[config.mk]
export PLATFORM = sky130hd
export DESIGN_NAME = if_stage_flat
export DESIGN_NICKNAME = d
export VERILOG_FILES = /design/src/rtl/if_stage_if.sv /design/src/rtl/if_stage.sv /design/src/flat_wrapper.sv
export SDC_FILE = /design/constraint.sdc
export NUM_CORES = 1
export LEC_CHECK = 0
export CORE_UTILIZATION = 45
export DETAILED_ROUTE_END_ITERATION = 16
export GPL_ROUTABILITY_DRIVEN = 0
export PLACE_DENSITY_LB_ADDON = 0.08
export SLEW_MARGIN = 20
export SYNTH_ARGS = -nofsm -noshare
export SYNTH_HDL_FRONTEND = slang
export SYNTH_SLANG_ARGS = --single-unit
[constraint.sdc]
create_clock -name clk -period 7.9 [get_ports clk]
set_input_delay 1.58 -clock clk [delete_from_list [all_inputs] [get_ports clk]]
set_output_delay 1.58 -clock clk [all_outputs]
set_load 0.01 [all_outputs]
[src/rtl/if_stage_if.sv]
// Fetch-stage bus bundle: instruction-memory request/response channel, redirect
// input from execute, and the valid/ready hand-off to decode.
interface if_stage_if #(
   parameter int XLEN = 64
);
   logic            imem_req_valid;
   logic            imem_req_ready;
   logic [XLEN-1:0] imem_addr;
   logic            imem_rsp_valid;
   logic [31:0]     imem_rsp_data;
   logic            redirect_valid;
   logic [XLEN-1:0] redirect_pc;
   logic            id_valid;
   logic            id_ready;
   logic [31:0]     id_instr;
   logic [XLEN-1:0] id_pc;
   logic [6:0]      id_opcode;
   logic [3:0]      id_funct;

   modport master (
      output imem_req_valid, imem_addr, id_valid, id_instr, id_pc, id_opcode, id_funct,
      input  imem_req_ready, imem_rsp_valid, imem_rsp_data, redirect_valid, redirect_pc, id_ready
   );

   modport slave (
      input  imem_req_valid, imem_addr, id_valid, id_instr, id_pc, id_opcode, id_funct,
      output imem_req_ready, imem_rsp_valid, imem_rsp_data, redirect_valid, redirect_pc, id_ready
   );
endinterface

[src/rtl/if_stage.sv]
// RV64 instruction fetch stage: PC, outstanding-fetch tracking, instruction FIFO, redirect flush.
// Optional IF_NOP_BUBBLE_EN zeroes id_instr/id_opcode/id_funct whenever id_valid is low.
module if_stage #(
   parameter int              XLEN     = 64,
   parameter logic [XLEN-1:0] RESET_PC = '0,
   parameter int              DEPTH    = 2
) (
   input logic        clk,
   input logic        rst,
   if_stage_if.master bus
);

   localparam int PW = $clog2(DEPTH);
   localparam int CW = PW + 1;
   localparam logic [CW-1:0] DEPTH_C = CW'(DEPTH);
   localparam logic [XLEN-1:0] ALIGN_MASK = ~XLEN'(3);

   logic [XLEN-1:0] pc;
   logic            rst_cycle;
   logic [CW-1:0]   outstanding, drop_cnt, fifo_count;
   logic [PW-1:0]   rd_ptr, wr_ptr, tag_rd, tag_wr;
   logic [31:0]     fifo_instr [DEPTH];
   logic [XLEN-1:0] fifo_pc    [DEPTH];
   logic [XLEN-1:0] tag_pc     [DEPTH];
   logic            id_valid_q;
   logic [31:0]     id_instr_q;
   logic [XLEN-1:0] id_pc_q;
   logic [31:0]     id_instr_w;

   logic            req_fire, rsp_drop, push, pop;
   logic [CW-1:0]   outstanding_next, count_after_pop, count_next;
   logic [PW-1:0]   rd_ptr_next;
   logic [31:0]     head_instr_next;
   logic [XLEN-1:0] head_pc_next;

   assign bus.imem_req_valid = !rst_cycle && !bus.redirect_valid &&
                               (({1'b0, fifo_count} + {1'b0, outstanding}) < {1'b0, DEPTH_C});
   assign bus.imem_addr      = pc;
   assign req_fire           = bus.imem_req_valid && bus.imem_req_ready;
   assign rsp_drop           = bus.imem_rsp_valid && (drop_cnt != '0);
   assign push               = bus.imem_rsp_valid && !rsp_drop && !bus.redirect_valid;
   assign pop                = id_valid_q && bus.id_ready && !bus.redirect_valid;

   // Next-cycle FIFO head: a push into a FIFO that is empty after this pop bypasses storage.
   always_comb begin
      outstanding_next = outstanding + CW'(req_fire) - CW'(bus.imem_rsp_valid);
      count_after_pop  = fifo_count - CW'(pop);
      count_next       = bus.redirect_valid ? '0 : count_after_pop + CW'(push);
      rd_ptr_next      = bus.redirect_valid ? '0 : rd_ptr + PW'(pop);
      head_instr_next  = fifo_instr[rd_ptr_next];
      head_pc_next     = fifo_pc[rd_ptr_next];
      if (count_after_pop == '0) begin
         head_instr_next = bus.imem_rsp_data;
         head_pc_next    = tag_pc[tag_rd];
      end
   end

   always_ff @(posedge clk or posedge rst) begin
      if (rst) begin
         pc          <= RESET_PC & ALIGN_MASK;
         rst_cycle   <= 1'b1;
         outstanding <= '0;
         drop_cnt    <= '0;
         fifo_count  <= '0;
         rd_ptr      <= '0;
         wr_ptr      <= '0;
         tag_rd      <= '0;
         tag_wr      <= '0;
         id_valid_q  <= 1'b0;
         id_instr_q  <= '0;
         id_pc_q     <= '0;
      end else begin
         rst_cycle   <= 1'b0;
         outstanding <= outstanding_next;
         fifo_count  <= count_next;
         rd_ptr      <= rd_ptr_next;
         if (req_fire) tag_wr <= tag_wr + PW'(1);
         if (bus.imem_rsp_valid) tag_rd <= tag_rd + PW'(1);
         // Every request still in flight at a redirect belongs to the wrong path.
         if (bus.redirect_valid) begin
            drop_cnt <= outstanding_next;
            pc       <= bus.redirect_pc & ALIGN_MASK;
            wr_ptr   <= '0;
         end else begin
            if (rsp_drop) drop_cnt <= drop_cnt - CW'(1);
            if (req_fire) pc <= pc + XLEN'(4);
            if (push) wr_ptr <= wr_ptr + PW'(1);
         end
         id_valid_q <= (count_next != '0);
         if (count_next != '0) begin
            id_instr_q <= head_instr_next;
            id_pc_q    <= head_pc_next;
         end
      end
   end

   always_ff @(posedge clk) begin
      if (req_fire) tag_pc[tag_wr] <= bus.imem_addr;
      if (push) begin
         fifo_instr[wr_ptr] <= bus.imem_rsp_data;
         fifo_pc[wr_ptr]    <= tag_pc[tag_rd];
      end
   end

   assert property (@(posedge clk) disable iff (rst) !(push && !pop && (fifo_count == DEPTH_C)));

`ifdef IF_NOP_BUBBLE_EN
   assign id_instr_w = id_valid_q ? id_instr_q : 32'h0;
`else
   assign id_instr_w = id_instr_q;
`endif

   assign bus.id_valid  = id_valid_q;
   assign bus.id_instr  = id_instr_w;
   assign bus.id_pc     = id_pc_q;
   assign bus.id_opcode = id_instr_w[6:0];
   assign bus.id_funct  = {id_instr_w[30], id_instr_w[14:12]};

endmodule

[src/flat_wrapper.sv]
// flat-port wrapper written by rule: the top's interface ports become plain ports
module if_stage_flat 
#(
   parameter int              XLEN     = 64,
   parameter logic [XLEN-1:0] RESET_PC = '0,
   parameter int              DEPTH    = 2
)
  (clk, rst, bus_imem_req_valid, bus_imem_addr, bus_id_valid, bus_id_instr, bus_id_pc, bus_id_opcode, bus_id_funct, bus_imem_req_ready, bus_imem_rsp_valid, bus_imem_rsp_data, bus_redirect_valid, bus_redirect_pc, bus_id_ready);
  if_stage_if #(.XLEN(XLEN)) bus_i ();
  input logic clk;
  input logic rst;
  output wire logic [$bits(bus_i.imem_req_valid)-1:0] bus_imem_req_valid;
  output wire logic [$bits(bus_i.imem_addr)-1:0] bus_imem_addr;
  output wire logic [$bits(bus_i.id_valid)-1:0] bus_id_valid;
  output wire logic [$bits(bus_i.id_instr)-1:0] bus_id_instr;
  output wire logic [$bits(bus_i.id_pc)-1:0] bus_id_pc;
  output wire logic [$bits(bus_i.id_opcode)-1:0] bus_id_opcode;
  output wire logic [$bits(bus_i.id_funct)-1:0] bus_id_funct;
  input wire logic [$bits(bus_i.imem_req_ready)-1:0] bus_imem_req_ready;
  input wire logic [$bits(bus_i.imem_rsp_valid)-1:0] bus_imem_rsp_valid;
  input wire logic [$bits(bus_i.imem_rsp_data)-1:0] bus_imem_rsp_data;
  input wire logic [$bits(bus_i.redirect_valid)-1:0] bus_redirect_valid;
  input wire logic [$bits(bus_i.redirect_pc)-1:0] bus_redirect_pc;
  input wire logic [$bits(bus_i.id_ready)-1:0] bus_id_ready;
  assign bus_imem_req_valid = bus_i.imem_req_valid;
  assign bus_imem_addr = bus_i.imem_addr;
  assign bus_id_valid = bus_i.id_valid;
  assign bus_id_instr = bus_i.id_instr;
  assign bus_id_pc = bus_i.id_pc;
  assign bus_id_opcode = bus_i.id_opcode;
  assign bus_id_funct = bus_i.id_funct;
  assign bus_i.imem_req_ready = bus_imem_req_ready;
  assign bus_i.imem_rsp_valid = bus_imem_rsp_valid;
  assign bus_i.imem_rsp_data = bus_imem_rsp_data;
  assign bus_i.redirect_valid = bus_redirect_valid;
  assign bus_i.redirect_pc = bus_redirect_pc;
  assign bus_i.id_ready = bus_id_ready;
  if_stage #(.XLEN(XLEN), .RESET_PC(RESET_PC), .DEPTH(DEPTH)) u_core (.clk(clk), .rst(rst), .bus(bus_i));
endmodule
==> results.py, run 1 <==
metrics = {
    "synth": {
        "netlist_area_sq_mm": 0.0198,
        "synth_cells": 1533,
        "yosysWarnings": 0,
        "synth_seq_cells": 480,
        "synth_top_area_cell": "edfxtp_1",
        "synth-edff-count": 312,
        "synth_area_leaders": "edfxtp_1 47%, dfrtp_1 21%, o21ai_0 5.8%",
        "avgSynthCellArea_sq_um": 12.9,
        "synth_ff_type": "edfxtp_1",
        "synth.distinct_cells": 62,
        "async_flop_share": 0.350,
        "synth_top_area_frac": 0.474,
        "ys_seq_area_frac": 0.686,
    },
    "pwr": {
        "switching_share": 0.320,
        "switching_power_mw": 2.64,
        "ir_worst_vdd_v": 0.000279,
        "power_leakage_nw": 8.75,
        "p_total_mw": 8.25,
        "pwr_density_cell_mw_per_mm2": 336,
        "p_comb_frac": 0.293,
        "pwr-share-clk": 0.283,
        "internal-power_mw": 5.61,
        "p_seq_frac": 0.424,
    },
    "critical_path": {
        "cp-start-kind": "primary input",
        "endpoint_kind": "flip-flop",
        "required_ns": 8.38,
        "critPathArrivalTime_ns": 5.86,
        "crit_type": "in2reg",
        "path_max_fanout": 77,
    },
    "placement": {
        "dp_hpwl_microns": 30200,
        "place_ws_ns": 1.94,
        "dpl_cell_area_sq_mm": 0.0229,
        "dpl.cell_count": 2296,
        "portBuffers": 268,
    },
    "timing": {
        "hold_viol": 0,
        "fin_crit_sh": 0.681,
        "setup_viol": 0,
        "layout_min_cycle_time_ns": 5.38,
        "worst_pin_slew_ns": 1.05,
        "setup_ws_ns": 2.52,
        "skew_ns": 0.0133,
        "slew_viol_final": 0,
        "fmax_mhz": 186,
        "grt_setup_unrepaired": "no",
        "tns_ns": 0,
        "relSlewSlack": 0.301,
    },
    "drt": {
        "m1WireLength_microns": 22500,
        "finalWirelength_microns": 51900,
        "drc_errors": 0,
        "wl_per_cell_microns": 21.7,
        "first_iter_violations": 1063,
        "dr.pass1.iters": 7,
        "routed.top_layer": "met5",
        "drtAntennaViolNets": 0,
        "vias": 13546,
        "wl_met2_microns": 24600,
        "viasPerCell": 5.66,
        "wl_met3_microns": 3620,
    },
    "grt": {
        "grt_max_degree": 108,
        "grt_usage": 0.235,
        "grt_pass1_vias": 13633,
        "grt_overflow": 0,
        "grt_pass1_wl_microns": 79400,
        "antenna_found_initial": 5,
    },
    "run": {
        "max_cap_viol_count": 0,
    },
    "clock_network": {
        "cts_tree": "built",
        "postCtsHoldBufs": 0,
        "cts.sinks": 480,
        "clock_latency_ns": 0.58,
        "cts-root-buf": "clkbuf_16",
        "post_cts_resized": 0,
        "cts.clk_slew.worst_paths_ns": 0.06,
        "cts_setup_buffers": 0,
        "htree_levels": 2,
        "cts_max_path_buffers": 3,
        "numCtsBuffers": 51,
    },
    "layout": {
        "final_common_cell": "edfxtp_1",
        "nNetsFinal": 1874,
        "final_area_sq_mm": 0.0246,
        "finalNonFillerCells": 2393,
        "area_delta_synth_final_pct": 24.4,
        "layout_common_cells": "312 x edfxtp_1, 267 x clkdlybuf4s50_1, 228 x o21ai_0",
        "drive_gt1_frac": 0.102,
    },
    "floorplanning": {
        "start_util": 0.458,
        "die_x_microns": 212,
        "die_h_microns": 212,
        "row_count": 76,
        "core-area_sq_mm": 0.0432,
        "ios": 275,
        "dieArea_sq_mm": 0.0448,
    },
    "hold_path": {
        "hold_class": "reg2reg",
    },
    "outcome": {
        "outcome": "completed",
    },
}
-- worst paths after layout --
path	from	slack, ns	end	depth (start not counted)
max in group asynchronous	rst	4.82	u_core.bus.imem_addr[15]	3
worst min register to register	u_core.bus.id_pc[50]	0.47	u_core.bus.id_pc[50]	2
min in group asynchronous	rst	1.60	u_core.bus.id_pc[54]	2
worst max register to register	u_core.fifo_count[0]	3.49	u_core.bus.imem_addr[50]	9
worst min-delay path	u_core.bus.id_pc[50]	0.47	u_core.bus.id_pc[50]	2
worst max-delay path	bus_redirect_valid	2.52	u_core.bus.id_pc[57]	13
-- stage by stage --
stage	hold WS, ns	utilization
final	0.474	0.570
after floorplan	0.461	-
after detailed placement	0.470	0.531
after global routing	0.496	0.570
after CTS	0.482	0.569
after global placement	0.462	0.531
-- cells in the mapped netlist (all sizes together), types with 3 or more instances --
| cell | count |
|---|---|
| nor2b | 95 |
| o311ai | 15 |
| buf | 32 |
| clkbuf | 79 |
| xnor2 | 6 |
| ha | 6 |
| inv | 14 |
| nand2 | 180 |
| or4 | 5 |
| edfxtp | 312 |
| xor2 | 8 |
| mux2 | 62 |
| a221o | 9 |
| and3 | 11 |
| dfrtp | 167 |
| nor2 | 27 |
| o21ai | 234 |
| o211ai | 18 |
| nor3 | 19 |
| or3 | 7 |
| nand3 | 29 |
| a21o | 4 |
| a211oi | 94 |
| nor4 | 12 |
| a41oi | 3 |
| a31oi | 11 |
| nand2b | 4 |
| nand4 | 24 |
| a21oi | 13 |
| and2 | 5 |
| a22oi | 5 |
-- power by group through the flow --
stage	registers [mW]	clock network, mW	logic [mW]
after floorplan	3.60	0	1.20
after global placement	3.53	0	2.40
after detailed placement	3.55	0	2.45
after CTS	3.50	2.39	2.46
after global routing	3.55	2.49	2.66
final	3.50	2.34	2.42
-- cell type report --
type / instances / area [sq um]
Inverter: 15 / 63.8
Clock inverter: 20 / 173
Sequential cell: 480 / 13600
Multi-Input combinational cell: 931 / 5750
Fill cell: 3660 / 18600
Clock buffer: 75 / 1470
Tap cell: 585 / 732
Timing Repair Buffer: 286 / 2830
Antenna cell: 1 / 2.50
-- critical path, cell delays in order --
cell and delay (ns):
buf_2 0.10, buf_4 0.69, nor2_1 0.12, ha_1 0.22, xnor2_1 0.57, xor2_1 0.15
nor2_1 0.25, nor2_4 0.06, buf_4 0.30, inv_2 0.63, buf_4 0.65, o21ai_0 0.18
o21ai_0 0.21
-- cell families (layout without fill, tap and decap cells) --
logic type,after synthesis,after routing,synth area share
multiplexers,64,64,0.0363
buffers and inverters,126,396,0.0273
other,1,6,0.000190
AND/OR/NAND/NOR,425,425,0.110
adder cells (fa/ha/maj),7,7,0.00481
flip-flops,480,480,0.686
AO/OA/AOI/OAI,416,416,0.129
XOR/XNOR,14,14,0.00620
-- layer usage --
| metal | vias to the layer above | track usage |
|---|---|---|
| li1 | 6198 | - |
| met1 | 6814 | 0.316 |
| met2 | 438 | 0.379 |
| met3 | 88 | 0.0570 |
| met4 | 8 | 0.0692 |
| met5 | - | 0 |
-- registers in the layout, indices dropped and copies added, names as in the netlist --
| name | flops |
|---|---|
| u_core.fifo_pc | 124 |
| u_core.tag_pc | 124 |
| u_core.fifo_instr | 64 |
| u_core.bus.id_pc | 62 |
| u_core.bus.imem_addr | 62 |
| u_core.bus.id_instr | 32 |
| u_core.drop_cnt | 2 |
| u_core.fifo_count | 2 |
| u_core.outstanding | 2 |
| u_core.bus.id_valid | 1 |
| u_core.rd_ptr | 1 |
| u_core.rst_cycle | 1 |
| u_core.tag_rd | 1 |
| u_core.tag_wr | 1 |
| u_core.wr_ptr | 1 |
Note: power is estimated with default switching activity, not from simulation.
==> run 2, diff against run 1 <==
==> constraint.sdc (replaced) <==
create_clock -name clk -period 4.75 [get_ports clk]
set_input_delay 0.95 -clock clk [delete_from_list [all_inputs] [get_ports clk]]
set_output_delay 0.95 -clock clk [all_outputs]
set_load 0.01 [all_outputs]
==> run 2 against run 1 <==
Global-route usage rose by 0.099 points; hold slack got worse by 0.0013 ns; register-to-register slack got worse by 2.3 ns; via count fell by 0.88%; critical path type is now reg2out; largest power group unchanged; cell area rose by 0.21%.
==> results.py, run 2 (same netlist as run 1, synthesis figures left out) <==
metrics = {
    "floorplanning": {
        "die_h_microns": 212,
        "die_x_microns": 212,
        "dieArea_sq_mm": 0.0448,
        "core-area_sq_mm": 0.0432,
        "row_count": 76,
        "start_util": 0.458,
        "ios": 275,
    },
    "timing": {
        "worst_pin_slew_ns": 1.01,
        "skew_ns": 0.0156,
        "layout_min_cycle_time_ns": 3.80,
        "fin_crit_sh": 0.800,
        "hold_viol": 0,
        "fmax_mhz": 263,
        "slew_viol_final": 0,
        "setup_viol": 0,
        "tns_ns": 0,
        "relSlewSlack": 0.326,
        "grt_setup_unrepaired": "no",
    },
    "layout": {
        "final_area_sq_mm": 0.0246,
        "drive_gt1_frac": 0.0985,
        "reg_top3": "u_core.fifo_pc: 124 flops, u_core.tag_pc: 124 flops, u_core.fifo_instr: 64 flops",
        "n_fill_cell": 3659,
        "final_common_cell": "edfxtp_1",
        "seq_area_sq_mm": 0.0136,
        "layout_common_cells": "312 x edfxtp_1, 267 x clkdlybuf4s50_1, 228 x o21ai_0",
        "multi_input_area_sq_mm": 0.00574,
        "nNetsFinal": 1880,
        "area_delta_synth_final_pct": 24.6,
    },
    "grt": {
        "grt_pass1_wl_microns": 79800,
        "grt_usage": 0.236,
        "antenna_found_initial": 5,
        "grt_overflow": 0,
        "grt_pass1_vias": 13392,
        "grt_max_degree": 125,
    },
    "drt": {
        "vias": 13427,
        "viasPerCell": 5.61,
        "drc_errors": 0,
        "wl_per_cell_microns": 21.8,
        "dr.pass1.iters": 6,
        "finalWirelength_microns": 52200,
        "drtAntennaViolNets": 0,
        "first_iter_violations": 932,
    },
    "critical_path": {
        "cp-start-kind": "flip-flop",
        "critPathArrivalTime_ns": 2.85,
        "cp.depth": 5,
        "crit_family": "simple AND/OR/NAND/NOR gates",
        "path_max_fanout": 3,
        "rr_startpoint": "u_core.fifo_count[0]",
        "startpoint": "u_core.fifo_count[0]",
        "r2r_end": "u_core.bus.imem_addr[50]",
        "endpoint_kind": "primary output",
        "crit_type": "reg2out",
        "crit_chain": "inv_1, nor2_1, fa_1, nor4_2, clkdlybuf4s50_1",
        "worst_path_max_delay_cell": "clkdlybuf4s50_1",
        "required_ns": 3.80,
        "reg2reg_slack_ns": 1.22,
        "rr_worst_depth": 9,
        "critPathBufInv": 2,
        "slowest_delay_ns": 0.67,
    },
    "clock_network": {
        "postCtsHoldBufs": 0,
        "cts.clk_slew.worst_paths_ns": 0.06,
        "cts.sinks": 480,
        "cts-root-buf": "clkbuf_16",
        "cts_max_path_buffers": 3,
        "cts_setup_buffers": 0,
        "htree_levels": 2,
        "numCtsBuffers": 51,
        "clock_latency_ns": 0.58,
        "post_cts_resized": 0,
        "cts_tree": "built",
    },
    "placement": {
        "dp_hpwl_microns": 31100,
        "dpl_cell_area_sq_mm": 0.0231,
        "portBuffers": 268,
    },
    "pwr": {
        "pwr_density_cell_mw_per_mm2": 554,
        "ir_worst_vdd_v": 0.000334,
        "power_leakage_nw": 8.74,
    },
    "outcome": {
        "outcome": "completed",
    },
    "run": {
        "max_cap_viol_count": 0,
    },
    "hold_path": {
        "min_to": "u_core.bus.id_pc[50]",
        "min_from": "u_core.bus.id_pc[50]",
        "hold_class": "reg2reg",
        "hold_depth": 2,
    },
}
-- run 2: tightest hold or removal path: cells and delay by family (launching register included) --
kind             cells  cell delay, ns
flip-flops           1            0.34
AO/OA/AOI/OAI        1            0.06
AND/OR/NAND/NOR      1            0.05
-- run 2: cell type report --
type | instances | share of cell area
antenna | 1 | 0.000102
clock buffer | 83 | 0.0612
clock inverter | 7 | 0.00228
inverter | 15 | 0.00244
multi-input combinational | 931 | 0.233
sequential | 480 | 0.551
tap | 585 | 0.0297
timing repair buffer | 292 | 0.121
-- run 2: how the worst max path moves through the flow --
stage / endpoint / slack (ns)
floorplan: u_core.fifo_instr[0][0] / 0.27
detailed placement: u_core.bus.id_pc[53] / 1.02
finish: bus_imem_req_valid / 0.95
global placement: u_core.bus.id_pc[49] / 1.03
global route: bus_imem_req_valid / 0.81
CTS: bus_imem_req_valid / 0.91
-- run 2: where the power goes --
part | internal (mW) | switching (mW)
clock | 2.20 | 1.55
combinational | 1.74 | 2.26
sequential | 5.33 | 0.568
-- run 2: stage by stage --
stage / util / setup slack (ns) / instances / hold slack (ns) / total power [mW]
4_1_cts: 0.571 / 0.910 / 2393 / 0.483 / 13.8
5_1_grt: 0.571 / 0.805 / 2393 / 0.503 / 14.4
2_1_floorplan: - / 0.267 / 1537 / 0.479 / 7.98
3_5_place_dp: 0.534 / 1.02 / 2303 / 0.470 / 10.0
6_report: 0.571 / 0.949 / 2394 / 0.472 / 13.7
3_3_place_gp: 0.534 / 1.03 / 2303 / 0.460 / 9.96
-- run 2: layer usage --
layer | GRT usage | wire length (microns) | vias up
met4 | 0.0637 | 1050 | 8
met5 | 0 | 52 | -
met1 | 0.319 | 22800 | 6738
met2 | 0.380 | 24700 | 410
met3 | 0.0587 | 3640 | 86
li1 | - | - | 6185
==> run 3, diff against run 2 <==
==> constraint.sdc (replaced) <==
create_clock -name clk -period 3.2 [get_ports clk]
set_input_delay 0.64 -clock clk [delete_from_list [all_inputs] [get_ports clk]]
set_output_delay 0.64 -clock clk [all_outputs]
set_load 0.01 [all_outputs]
==> run 3 against run 2 <==
Setup slack worse by 0.62 ns; sequential cell count unchanged; combinational power up 60%; cell area up 2.6%; die area unchanged; core utilization up 1.5 points; largest cell class unchanged; clock power up 64%.
==> results.py, run 3 (same netlist as run 1, synthesis figures left out) <==
metrics = {
    "timing": {
        "whs_ns": 0.477,
        "tns_ns": 0,
        "slew_viol_final": 0,
        "fmax_mhz": 348,
        "layout_min_cycle_time_ns": 2.88,
        "setup_viol": 0,
        "hold_viol": 0,
        "relSlewSlack": 0.401,
        "fin_crit_sh": 0.899,
        "worst_pin_slew_ns": 0.898,
        "skew_ns": 0.0127,
        "grt_setup_unrepaired": "no",
    },
    "placement": {
        "dp_hpwl_microns": 32900,
        "dpl.cell_count": 2341,
        "portBuffers": 268,
    },
    "drt": {
        "dr.pass1.iters": 7,
        "vias": 13677,
        "finalWirelength_microns": 53100,
        "first_iter_violations": 832,
        "viasPerCell": 5.61,
        "wl_per_cell_microns": 21.8,
        "drc_errors": 0,
        "drtAntennaViolNets": 0,
    },
    "grt": {
        "antenna_found_initial": 5,
        "grt_overflow": 0,
        "grt_pass1_vias": 13962,
        "grt_pass1_wl_microns": 81900,
        "grt_max_degree": 95,
        "grt_usage": 0.242,
    },
    "critical_path": {
        "crit_type": "reg2reg",
        "critPathArrivalTime_ns": 3.34,
        "required_ns": 3.67,
        "path_max_fanout": 7,
        "cp-start-kind": "flip-flop",
        "endpoint_kind": "flip-flop",
    },
    "pwr": {
        "switching_share": 0.315,
        "power_leakage_nw": 9.11,
        "switching_power_mw": 6.64,
        "pwr_density_cell_mw_per_mm2": 834,
        "internal-power_mw": 14.5,
        "p_seq_frac": 0.406,
        "p_total_mw": 21.1,
        "pwr-share-clk": 0.291,
        "p_comb_frac": 0.302,
        "ir_worst_vdd_v": 0.000470,
    },
    "clock_network": {
        "htree_levels": 2,
        "cts_max_path_buffers": 3,
        "cts.clk_slew.worst_paths_ns": 0.06,
        "cts_tree": "built",
        "clock_latency_ns": 0.58,
        "cts.sinks": 480,
        "cts_setup_buffers": 0,
        "numCtsBuffers": 51,
        "cts-root-buf": "clkbuf_16",
    },
    "outcome": {
        "outcome": "completed",
    },
    "floorplanning": {
        "core-area_sq_mm": 0.0432,
        "die_x_microns": 212,
        "row_count": 76,
        "dieArea_sq_mm": 0.0448,
        "start_util": 0.458,
        "ios": 275,
        "die_h_microns": 212,
    },
    "layout": {
        "area_delta_synth_final_pct": 27.9,
        "finalNonFillerCells": 2436,
        "drive_gt1_frac": 0.127,
        "layout_common_cells": "312 x edfxtp_1, 266 x clkdlybuf4s50_1, 228 x o21ai_0",
        "final_common_cell": "edfxtp_1",
        "nNetsFinal": 1918,
        "finish.utilization": 0.586,
        "n_antenna_cell": 0,
        "reg_top3": "u_core.fifo_pc: 124 flops, u_core.tag_pc: 124 flops, u_core.fifo_instr: 64 flops",
    },
    "hold_path": {
        "hold_class": "reg2reg",
    },
    "run": {
        "max_cap_viol_count": 0,
    },
}
==> run 3: cell count changes in the layout (fill, tap and decap cells not counted), sizes merged <==
cell	change
buf	+38
clkinv	+9
clkbuf	-7
bufinv	+4
clkdlybuf4s50	-1
clkinvlp	-1
diode	-1
dlygate4sd2	+1
==> run 3: final timing paths <==
check | from | endpoint | slack, ns | cells after the start
max | u_core.fifo_count[0] | u_core.bus.imem_addr[50] | 0.32 | 9
min | u_core.bus.id_pc[45] | u_core.bus.id_pc[45] | 0.48 | 2
max reg2reg | u_core.fifo_count[0] | u_core.bus.imem_addr[50] | 0.32 | 9
min reg2reg | u_core.bus.id_pc[45] | u_core.bus.id_pc[45] | 0.48 | 2
max in group asynchronous | rst | u_core.bus.id_pc[62] | 1.90 | 3
min in group asynchronous | rst | u_core.bus.id_pc[5] | 0.57 | 2
==> run 3: power groups by stage <==
stage	registers, mW	clock network [mW]	logic (mW)
after floorplan	8.88	0	2.96
final	8.57	6.15	6.38
after detailed placement	8.69	0	6.44
after global placement	8.65	0	6.33
after CTS	8.58	6.26	6.47
after global routing	8.68	6.51	6.97
==> run 3: critical path, cell delays in order (launching register included) <==
cell and delay [ns]:
dfrtp_1 0.35, inv_1 0.07, nor2_1 0.06, fa_1 0.47
nor4_4 0.32, nand2_2 0.12, inv_2 0.15, nand3_1 0.32
or4_1 0.65, a31o_1 0.24
==> run 3: through the flow <==
stage	setup slack, ns	area (sq um)
6_report	0.325	25300
4_1_cts	0.273	25300
5_1_grt	0.173	25300
3_5_place_dp	0.0551	23500
2_1_floorplan	-0.795	19800
3_3_place_gp	0.125	23500
==> run 3: layout make-up <==
type                       count  area, sq um
clock buffer                  76         1550
multi-input combinational    931         5740
sequential                   480        13600
inverter                      15         60.1
fill                        3560        17900
clock inverter                19          216
tap                          585          732
timing repair buffer         330         3420
==> run 3: routing by layer <==
layer / part of all wire / up-vias / track usage
met1: 0.43 / 6935 / 0.319
met3: 0.063 / 89 / 0.0587
li1: - / 6266 / -
met2: 0.48 / 377 / 0.398
met5: 0.0014 / - / 0
met4: 0.024 / 10 / 0.0690
==> run 3: timing repair <==
| action | CTS | global route |
|---|---|---|
| setup endpoints to repair | 1 | 0 |
| hold buffers | 0 | 0 |
| resized for setup | 2 | 0 |
